===== config.mk =====
export PLATFORM = sky130hd
export DESIGN_NAME = gamepad_scanner
export DESIGN_NICKNAME = d
export VERILOG_FILES = /design/src/rtl/gamepad_pkg.sv /design/src/rtl/gamepad_pad_decode.sv /design/src/rtl/gamepad_scanner.sv
export SDC_FILE = /design/constraint.sdc
export NUM_CORES = 1
export LEC_CHECK = 0
export ABC_CLOCK_PERIOD_IN_PS = 2300
export CAP_MARGIN = 20
export CORE_MARGIN = 3
export CORE_UTILIZATION = 40
export CTS_CLUSTER_SIZE = 24
export DETAILED_ROUTE_END_ITERATION = 7
export DONT_BUFFER_PORTS = 1
export PLACE_DENSITY_LB_ADDON = 0.08
export SKIP_CTS_REPAIR_TIMING = 1
export SLEW_MARGIN = 25
export SYNTH_ARGS = -nofsm -noshare
export SYNTH_HDL_FRONTEND = slang
export SYNTH_SLANG_ARGS = --single-unit

===== constraint.sdc =====
create_clock -name Clock50 -period 2.3 [get_ports Clock50]
set_clock_uncertainty 0.2 [all_clocks]
set_input_delay 0.46 -clock Clock50 [delete_from_list [all_inputs] [get_ports Clock50]]
set_output_delay 0.46 -clock Clock50 [all_outputs]
set_load 0.01 [all_outputs]

===== src/rtl/gamepad_pkg.sv =====
// Shared constants and types for the multi-pad Mega Drive scanner.
// GAMEPAD_SIX_BUTTON_EN selects the 8-phase six-button sequence; otherwise 2 phases.
package gamepad_pkg;

    localparam int NUM_BUTTONS  = 12;
    localparam int PINS_PER_PAD = 6;

    localparam int BTN_UP    = 0;
    localparam int BTN_DOWN  = 1;
    localparam int BTN_LEFT  = 2;
    localparam int BTN_RIGHT = 3;
    localparam int BTN_A     = 4;
    localparam int BTN_B     = 5;
    localparam int BTN_C     = 6;
    localparam int BTN_START = 7;
    localparam int BTN_X     = 8;
    localparam int BTN_Y     = 9;
    localparam int BTN_Z     = 10;
    localparam int BTN_MODE  = 11;

    // Position of each connector pin inside a pad's 6-bit slice.
    localparam int PIN1 = 0;
    localparam int PIN2 = 1;
    localparam int PIN3 = 2;
    localparam int PIN4 = 3;
    localparam int PIN6 = 4;
    localparam int PIN9 = 5;

`ifdef GAMEPAD_SIX_BUTTON_EN
    localparam int PHASE_W = 3;
`else
    localparam int PHASE_W = 1;
`endif

    typedef logic [PHASE_W-1:0] phase_cnt_t;
    localparam phase_cnt_t LAST_PHASE = '1;

    typedef enum logic [2:0] {
        PH_0, PH_1, PH_2, PH_3, PH_4, PH_5, PH_6, PH_7
    } gamepad_phase_e;

    typedef enum logic [1:0] {
        ST_IDLE,
        ST_SCAN,
        ST_DONE
    } scan_state_e;

endpackage


===== src/rtl/gamepad_pad_decode.sv =====
// Per-pad shadow capture, presence/type detection and frame commit with press edges.
// Six-button decode is only built when GAMEPAD_SIX_BUTTON_EN is defined.
module gamepad_pad_decode
    import gamepad_pkg::*;
(
    input  logic                    clk,
    input  logic                    rst,
    input  logic                    sample,
    input  logic                    commit,
    input  gamepad_phase_e          phase,
    input  logic [PINS_PER_PAD-1:0] pins,
    output logic [NUM_BUTTONS-1:0]  buttons,
    output logic [NUM_BUTTONS-1:0]  pressed,
    output logic                    present,
    output logic                    is6
);

    logic [7:0]             sh_btn, btn_next;
    logic                   sh_present, present_next;
    logic [3:0]             hi_word;
    logic                   six_word;
    logic [NUM_BUTTONS-1:0] word;

`ifdef GAMEPAD_SIX_BUTTON_EN
    logic [3:0] sh_ext, ext_next;
    logic       sh_id6, id6_next;
`endif

    // The last phase's sample and the commit share an edge, so commit uses the *_next view.
    always_comb begin
        btn_next     = sh_btn;
        present_next = sh_present;
`ifdef GAMEPAD_SIX_BUTTON_EN
        ext_next     = sh_ext;
        id6_next     = sh_id6;
`endif
        if (sample) begin
            case (phase)
                PH_0: begin
                    btn_next[BTN_UP]    = ~pins[PIN1];
                    btn_next[BTN_DOWN]  = ~pins[PIN2];
                    btn_next[BTN_LEFT]  = ~pins[PIN3];
                    btn_next[BTN_RIGHT] = ~pins[PIN4];
                    btn_next[BTN_B]     = ~pins[PIN6];
                    btn_next[BTN_C]     = ~pins[PIN9];
                end
                PH_1: begin
                    btn_next[BTN_A]     = ~pins[PIN6];
                    btn_next[BTN_START] = ~pins[PIN9];
                    present_next        = ~pins[PIN3] & ~pins[PIN4];
                end
`ifdef GAMEPAD_SIX_BUTTON_EN
                PH_5: id6_next = ~|pins[PIN4:PIN1];
                PH_6: begin
                    ext_next[BTN_X - BTN_X]    = ~pins[PIN3];
                    ext_next[BTN_Y - BTN_X]    = ~pins[PIN2];
                    ext_next[BTN_Z - BTN_X]    = ~pins[PIN1];
                    ext_next[BTN_MODE - BTN_X] = ~pins[PIN4];
                end
`endif
                default: ;
            endcase
        end
    end

    always_comb begin
`ifdef GAMEPAD_SIX_BUTTON_EN
        six_word = present_next & id6_next;
        hi_word  = six_word ? ext_next : '0;
`else
        six_word = 1'b0;
        hi_word  = '0;
`endif
        word = present_next ? {hi_word, btn_next} : '0;
    end

    always_ff @(posedge clk) begin
        if (rst) begin
            sh_btn     <= '0;
            sh_present <= 1'b0;
`ifdef GAMEPAD_SIX_BUTTON_EN
            sh_ext     <= '0;
            sh_id6     <= 1'b0;
`endif
            buttons    <= '0;
            pressed    <= '0;
            present    <= 1'b0;
            is6        <= 1'b0;
        end else begin
            sh_btn     <= btn_next;
            sh_present <= present_next;
`ifdef GAMEPAD_SIX_BUTTON_EN
            sh_ext     <= ext_next;
            sh_id6     <= id6_next;
`endif
            pressed    <= '0;
            if (commit) begin
                buttons <= word;
                pressed <= word & ~buttons;
                present <= present_next;
                is6     <= six_word;
            end
        end
    end

endmodule


===== src/rtl/gamepad_scanner.sv =====
// Frame-triggered parallel scanner for N_PADS Mega Drive pads.
// Define GAMEPAD_SIX_BUTTON_EN for the 8-phase six-button sequence.
module gamepad_scanner
    import gamepad_pkg::*;
#(
    parameter int N_PADS        = 2,
    parameter int SETTLE_CYCLES = 50
) (
    input  logic                            Clock50,
    input  logic                            Reset,
    input  logic                            v_sync,
    input  logic [PINS_PER_PAD*N_PADS-1:0]  Pinos,
    output logic [N_PADS-1:0]               Select,
    output logic [NUM_BUTTONS*N_PADS-1:0]   Saidas,
    output logic [NUM_BUTTONS*N_PADS-1:0]   Pressed,
    output logic [N_PADS-1:0]               Present,
    output logic [N_PADS-1:0]               Is6,
    output logic                            Valid,
    output logic                            Busy
);

    localparam int CNT_W = $clog2(SETTLE_CYCLES);

    logic [2:0]                      vs_q;
    logic [PINS_PER_PAD*N_PADS-1:0]  pin_meta, pin_sync;
    logic                            vs_rise;
    scan_state_e                     state, state_next;
    logic [CNT_W-1:0]                cnt;
    phase_cnt_t                      phase;
    gamepad_phase_e                  phase_e;
    logic                            last_cycle, sample, commit;

    always_ff @(posedge Clock50) begin
        if (Reset) begin
            vs_q     <= '0;
            pin_meta <= '1;
            pin_sync <= '1;
        end else begin
            vs_q     <= {vs_q[1:0], v_sync};
            pin_meta <= Pinos;
            pin_sync <= pin_meta;
        end
    end

    assign vs_rise    = vs_q[1] & ~vs_q[2];
    assign last_cycle = (cnt == CNT_W'(SETTLE_CYCLES - 1));
    assign sample     = (state == ST_SCAN) && last_cycle;
    assign commit     = sample && (phase == LAST_PHASE);
    assign phase_e    = gamepad_phase_e'(3'(phase));

    always_ff @(posedge Clock50) begin
        if (Reset) state <= ST_IDLE;
        else       state <= state_next;
    end

    always_comb begin
        state_next = state;
        case (state)
            ST_IDLE: if (vs_rise) state_next = ST_SCAN;
            ST_SCAN: if (commit)  state_next = ST_DONE;
            ST_DONE: state_next = ST_IDLE;
            default: state_next = ST_IDLE;
        endcase
    end

    always_comb begin
        Select = '1;
        Busy   = 1'b0;
        Valid  = 1'b0;
        if (state == ST_SCAN) begin
            Select = {N_PADS{~phase[0]}};
            Busy   = 1'b1;
        end
        if (state == ST_DONE) Valid = 1'b1;
    end

    always_ff @(posedge Clock50) begin
        if (Reset || state != ST_SCAN) begin
            cnt   <= '0;
            phase <= '0;
        end else if (last_cycle) begin
            cnt   <= '0;
            phase <= phase + 1'b1;
        end else begin
            cnt   <= cnt + 1'b1;
        end
    end

    for (genvar p = 0; p < N_PADS; p++) begin : g_pad
        gamepad_pad_decode u_decode (
            .clk     (Clock50),
            .rst     (Reset),
            .sample  (sample),
            .commit  (commit),
            .phase   (phase_e),
            .pins    (pin_sync[PINS_PER_PAD*p +: PINS_PER_PAD]),
            .buttons (Saidas[NUM_BUTTONS*p +: NUM_BUTTONS]),
            .pressed (Pressed[NUM_BUTTONS*p +: NUM_BUTTONS]),
            .present (Present[p]),
            .is6     (Is6[p])
        );
    end

endmodule


# Word level (Yosys, flattened, before mapping)
# Cells that the tools add are included.
[op_classes]
n_addsub = 2
n_eq_ne = 6
n_mux = 22
bitwise_logic = 22
reduce_logical = 8
[ops]
columns = ["cell", "n"]
rows = [
  ["$mux W8", 4],
  ["$and A12 B12 Y12", 2],
  ["$not A12 Y12", 2],
  ["$not A1 Y1", 15],
  ["$mux W1", 10],
  ["$mux W2", 5],
  ["$mux W4", 2],
  ["$add A6 B1 Y6 const B", 1],
  ["$eq A6 B6 Y1 const B", 1],
  ["$ne A2 B2 Y1 const B", 2],
  ["$pmux W2 S2", 1],
  ["$reduce_or A2 Y1", 2],
  ["$and A1 B1 Y1", 3],
  ["$logic_not A3 Y1", 1],
  ["$eq A2 B1 Y1 const B", 1],
  ["$eq A2 B2 Y1 const B", 1],
  ["$logic_and A1 B1 Y1", 2],
  ["$logic_not A2 Y1", 1],
  ["$ne A2 B1 Y1 const B", 1],
  ["$reduce_and A2 Y1", 1],
  ["$add A1 B1 Y1 const B", 1],
  ["$logic_or A1 B1 Y1", 1],
]
[totals]
register_bits = 104
out_inout_bits = 56
word_cells = 76

# Logic depth before layout (Yosys ltp)
[depth]
ltp_word = 6
mapped_depth = 8

# By module
# A second synthesis with hierarchy kept.
[unflattened]
cells_unflattened = 310
area_unflattened_um2 = 3240.6
[by_module_without_submodules]
columns = ["module", "n_inst", "cells_per_inst", "area_per_inst_um2"]
rows = [
  ["gamepad_pad_decode", 2, 104, 1044.8],
  ["gamepad_scanner", 1, 102, 1151.1],
]

# Worst setup path before layout
# No wires, ideal clock.
[synth_timing]
path_type = "register -> register"
from = "register cnt[0]"
to = "register g_pad[1].u_decode.pressed[5]"
arrival_ns = 1.727
required_time_ns = 2.027
setup_slack_ns = 0.300
stages_incl_launch_ff = 8
path_buffers = 2
path_cell_list = "dfxtp_1 -> ha_1 -> and4bb_1 -> nand3_2 -> or4_4 -> buf_6 -> buf_6 -> nor3_2"
[synth_between]
elab_chain_cells = 5
word_cells_on_any_way = 9
cone_classes = "1 x eq/ne; 3 x mux; 2 x bitwise; 3 x reduce/logical"
[synth_lines]
columns = ["element", "line", "source"]
rows = [
  ["start: declaration", "gamepad_scanner.sv:28", "logic [CNT_W-1:0] cnt;"],
  ["start signal: assignment", "gamepad_scanner.sv:85", "cnt <= cnt + 1'b1;"],
  ["$eq A6 B6 Y1 *", "gamepad_scanner.sv:46", "assign last_cycle = (cnt == CNT_W'(SETTLE_CYCLES - 1));"],
  ["$logic_and A1 B1 Y1 *", "gamepad_scanner.sv:47", "assign sample = (state == ST_SCAN) && last_cycle;"],
  ["$mux W8 (tied with other cells)", "gamepad_pad_decode.sv:37", "if (sample) begin"],
  ["$mux W8 / $not A1 Y1 (equally long branches)", "-", ""],
  ["$and A12 B12 Y12 / $reduce_or A2 Y1 (equally long branches)", "-", ""],
  ["end signal: assignment", "gamepad_pad_decode.sv:99", "pressed <= word & ~buttons;"],
  ["end: declaration", "gamepad_pad_decode.sv:13", "output logic [NUM_BUTTONS-1:0] pressed,"],
]
# Mark *: on every way between the ends. The rest lies on a longest branch, timed or not.
# A chain may end at the register's enable or synchronous reset.

# Worst setup path in the final report
[layout_timing]
from = "register cnt[0]"
to = "register g_pad[0].u_decode.pressed[0]"
[layout_between]
elab_chain_cells = 5
word_cells_on_any_way = 9
cone_classes = "1 x eq/ne; 3 x mux; 2 x bitwise; 3 x reduce/logical"
[layout_lines]
columns = ["element", "line"]
rows = [
  ["$eq A6 B6 Y1 *", "gamepad_scanner.sv:46"],
  ["$logic_and A1 B1 Y1 *", "gamepad_scanner.sv:47"],
  ["$mux W8 (tied with other cells)", "gamepad_pad_decode.sv:37"],
  ["$mux W8 / $not A1 Y1 (equally long branches)", "-"],
  ["$and A12 B12 Y12 / $reduce_or A2 Y1 (equally long branches)", "-"],
  ["end signal: assignment", "gamepad_pad_decode.sv:99"],
  ["end: declaration", "gamepad_pad_decode.sv:13"],
]
# Marks and branches as above.

==> out/results.ini <==
[final_layout]
drive_gt1_share_pct=22.06
antenna_cells=0
fillers=683
finish.net_count=293
area_delta_synth_final_pct=12.44
post-route-util_pct=47.80
area.sequential_mm2=0.001722
multi_input_area_mm2=0.001035

[sta]
final_hold_viol_count=0
min_period_over_period_pct=91.68
fin_crit_ps=2109
slew_headroom_pct=62.90
rsz0062_at_grt=false
slew_violations=0
setup_tns_ps=0
worst_slew_pin_slew_ps=555.3
max_freq_mhz=474.3
finalSetupViolCount=0

[clock_network]
clk_pin_slew_ps=80
cts_tree=built
clkSinkCount=86
clockBufferDepth=2
cts_root_buffer=clkbuf_8
htree_levels=3
worstSkewPairLatency_ps=340
numCtsBuffers=9

[worst_setup_path]
cp_slowest_cell=or4_1
crit_family=simple AND/OR/NAND/NOR gates
endpoint_kind=flop
worstSetupPathType=reg -> reg
crit_chain=ha_1 > and4bb_1 > nand3_2 > or4_1 > buf_4 > nor3_1
cp.arrival_ps=2180
path_max_fanout=17
cpPeakStageDelay_ps=500
critPathBufInv=1
start_kind=flop
cp.required_ps=2370

[yosys]
ys_warn_count=0
synth_area_leaders=dfxtp_1 58%, mux2i_1 5.4%, buf_4 5.3%
yosys-top-cells-count=86 x dfxtp_1, 25 x nor2_1, 24 x or2_2
yosysMostFrequentCell=dfxtp_1
ys_seq_area_share_pct=58.01
synth_cells=264
syn_area_per_cell_um2=11.24
netlist.top_cell.by_area=dfxtp_1
synth-async-reset-ratio_pct=0
yosysTopAreaCellShare_pct=58.01
synthFlopType=dfxtp_1
yosysUniqueCellTypes=34
syn-cell-area_mm2=0.002968
yosys_register_bits=86
synth_edf_count=0

[placed_design]
port_buffers=0
place.gp.congestion=0.7427
dp_hpwl_um=3150

[floorplanning]
coreArea_mm2=0.006982
io_pins=71
fp.dieW_um=92.14
die_area_mm2=0.008489
std_cell_rows=30
die_y_um=92.14
start_util_pct=42.51

[power]
p_sw_share_pct=21.10
power_frac_comb_pct=2.9
p_clk_share_pct=42.6
switchingPower_uw=587.2
powerDensity_mw_per_mm2=834.0
leakagePower_nw=1.461
internal_power_mw=2.196
vdd_drop_max_mv=0.3473
p_seq_share_pct=54.5

[routing]
avgRoutedWirePerCell_um=13.24
vias_per_cell=4.363
dr.pass1.iters=4
drc=0
drt_iter0_markers=46
wl_um=4990
vias=1645
antenna_left=0

[global_route]
antenna_found_initial=0
grt_pass1_vias=1438
grt_start_max_net_pins=48
globalRouteOverflowTotal=0
grt_pass1_wl_um=7486
grt_usage_pct=11.61

[status]
status=completed

[job]
max_cap_viol_count=0

[min_path]
hold_path.class=in -> reg

-- through the flow --
step	std cells	total power, mW	area, um2	worst slack, ps	hold slack (ps)
detailed placement	347	1.603	2950	104.8	195.2
global placement	347	1.602	2950	172.2	194.1
CTS	363	2.785	3182	77.96	-41.51
floorplan	281	1.626	3032	300.4	189.5
finish	377	2.783	3337	191.4	19.26
global route	377	2.899	3337	13.28	0.01765
-- path summary, 6_finish.rpt --
| kind | cells after the start | startpoint | end | slack [ps] |
|---|---|---|---|---|
| worst max-delay path | 6 | cnt[0] | g_pad[0].u_decode.pressed[0] | 190 |
| worst min-delay path | 1 | Reset | pin_sync[0] | 20 |
| worst max register to register | 6 | cnt[0] | g_pad[0].u_decode.pressed[0] | 190 |
| worst min register to register | 1 | pin_meta[6] | pin_sync[6] | 210 |
-- worst register-to-register path: stages (launching register included) --
cell	delay [ps]
dfxtp_1	380
ha_1	170
and4bb_1	270
nand3_2	120
or4_1	500
buf_4	220
nor3_1	180
-- power by group through the flow --
stage	clock [mW]	sequential, mW	combinational, mW
after floorplan	0	1.55	0.0756
after global placement	0	1.55	0.0494
after detailed placement	0	1.55	0.0496
after CTS	1.22	1.52	0.0498
after global routing	1.29	1.52	0.0896
final	1.18	1.52	0.0811
-- state kept, by name, summed over array words and instances (netlist names) --
name	flops
pin_sync	12
vs_q	3
cnt	6
g_pad.u_decode.buttons	16
pin_meta	12
phase	1
g_pad.u_decode.present	2
g_pad.u_decode.pressed	16
g_pad.u_decode.sh_btn	16
state	2
-- cell usage in the layout (no fill, tap or decap), types with 2 or more instances in the layout --
cell,Yosys,routed
dfxtp_1,86,86
nor2_1,25,25
or2_2,24,24
conb_1,1,18
mux2i_1,16,16
inv_1,13,13
dlygate4sd3_1,0,13
nor3_1,12,12
clkbuf_8,0,10
o2bb2ai_2,8,8
o2bb2ai_1,8,8
nor3_2,5,5
nor2b_1,5,4
buf_4,21,4
xor2_1,3,3
nand2_1,2,2
nand2b_1,2,2
nand3_1,2,2
a21bo_1,2,2
xnor2_1,2,2
ha_1,2,2
bufinv_16,0,2
clkinv_4,0,2
-- kinds of logic (layout without fill, tap and decap cells) --
| logic type | Yosys count | count (layout) | synth area share (%) |
|---|---|---|---|
| and+or+nand+nor | 88 | 88 | 17.37 |
| DFF | 86 | 86 | 58.01 |
| buffers and inverters | 47 | 47 | 9.528 |
| AOI/OAI and AO/OA | 19 | 19 | 7.251 |
| muxes | 16 | 16 | 5.396 |
| xor gates and xnor gates | 5 | 5 | 1.476 |
| adders and majority gates | 2 | 2 | 0.8430 |
| other | 1 | 18 | 0.1264 |
-- cell type report --
cell class                      count  area share [%]
Sequential cell                    86           51.59
Multi-Input combinational cell    148           31.01
Timing Repair Buffer               18           5.399
Clock buffer                       10           4.124
Tap cell                           96           3.600
Clock inverter                      6           2.812
Inverter                           13           1.462
-- metal layers --
layer / wire (um) / vias up / global-route usage [%]
met5: 0 / - / 0
met4: 104 / 0 / 6.683
li1: - / 856 / -
met1: 2433 / 716 / 14.83
met2: 2063 / 65 / 16.18
met3: 389 / 8 / 5.004
No activity file was read; power rests on OpenSTA's default activity.
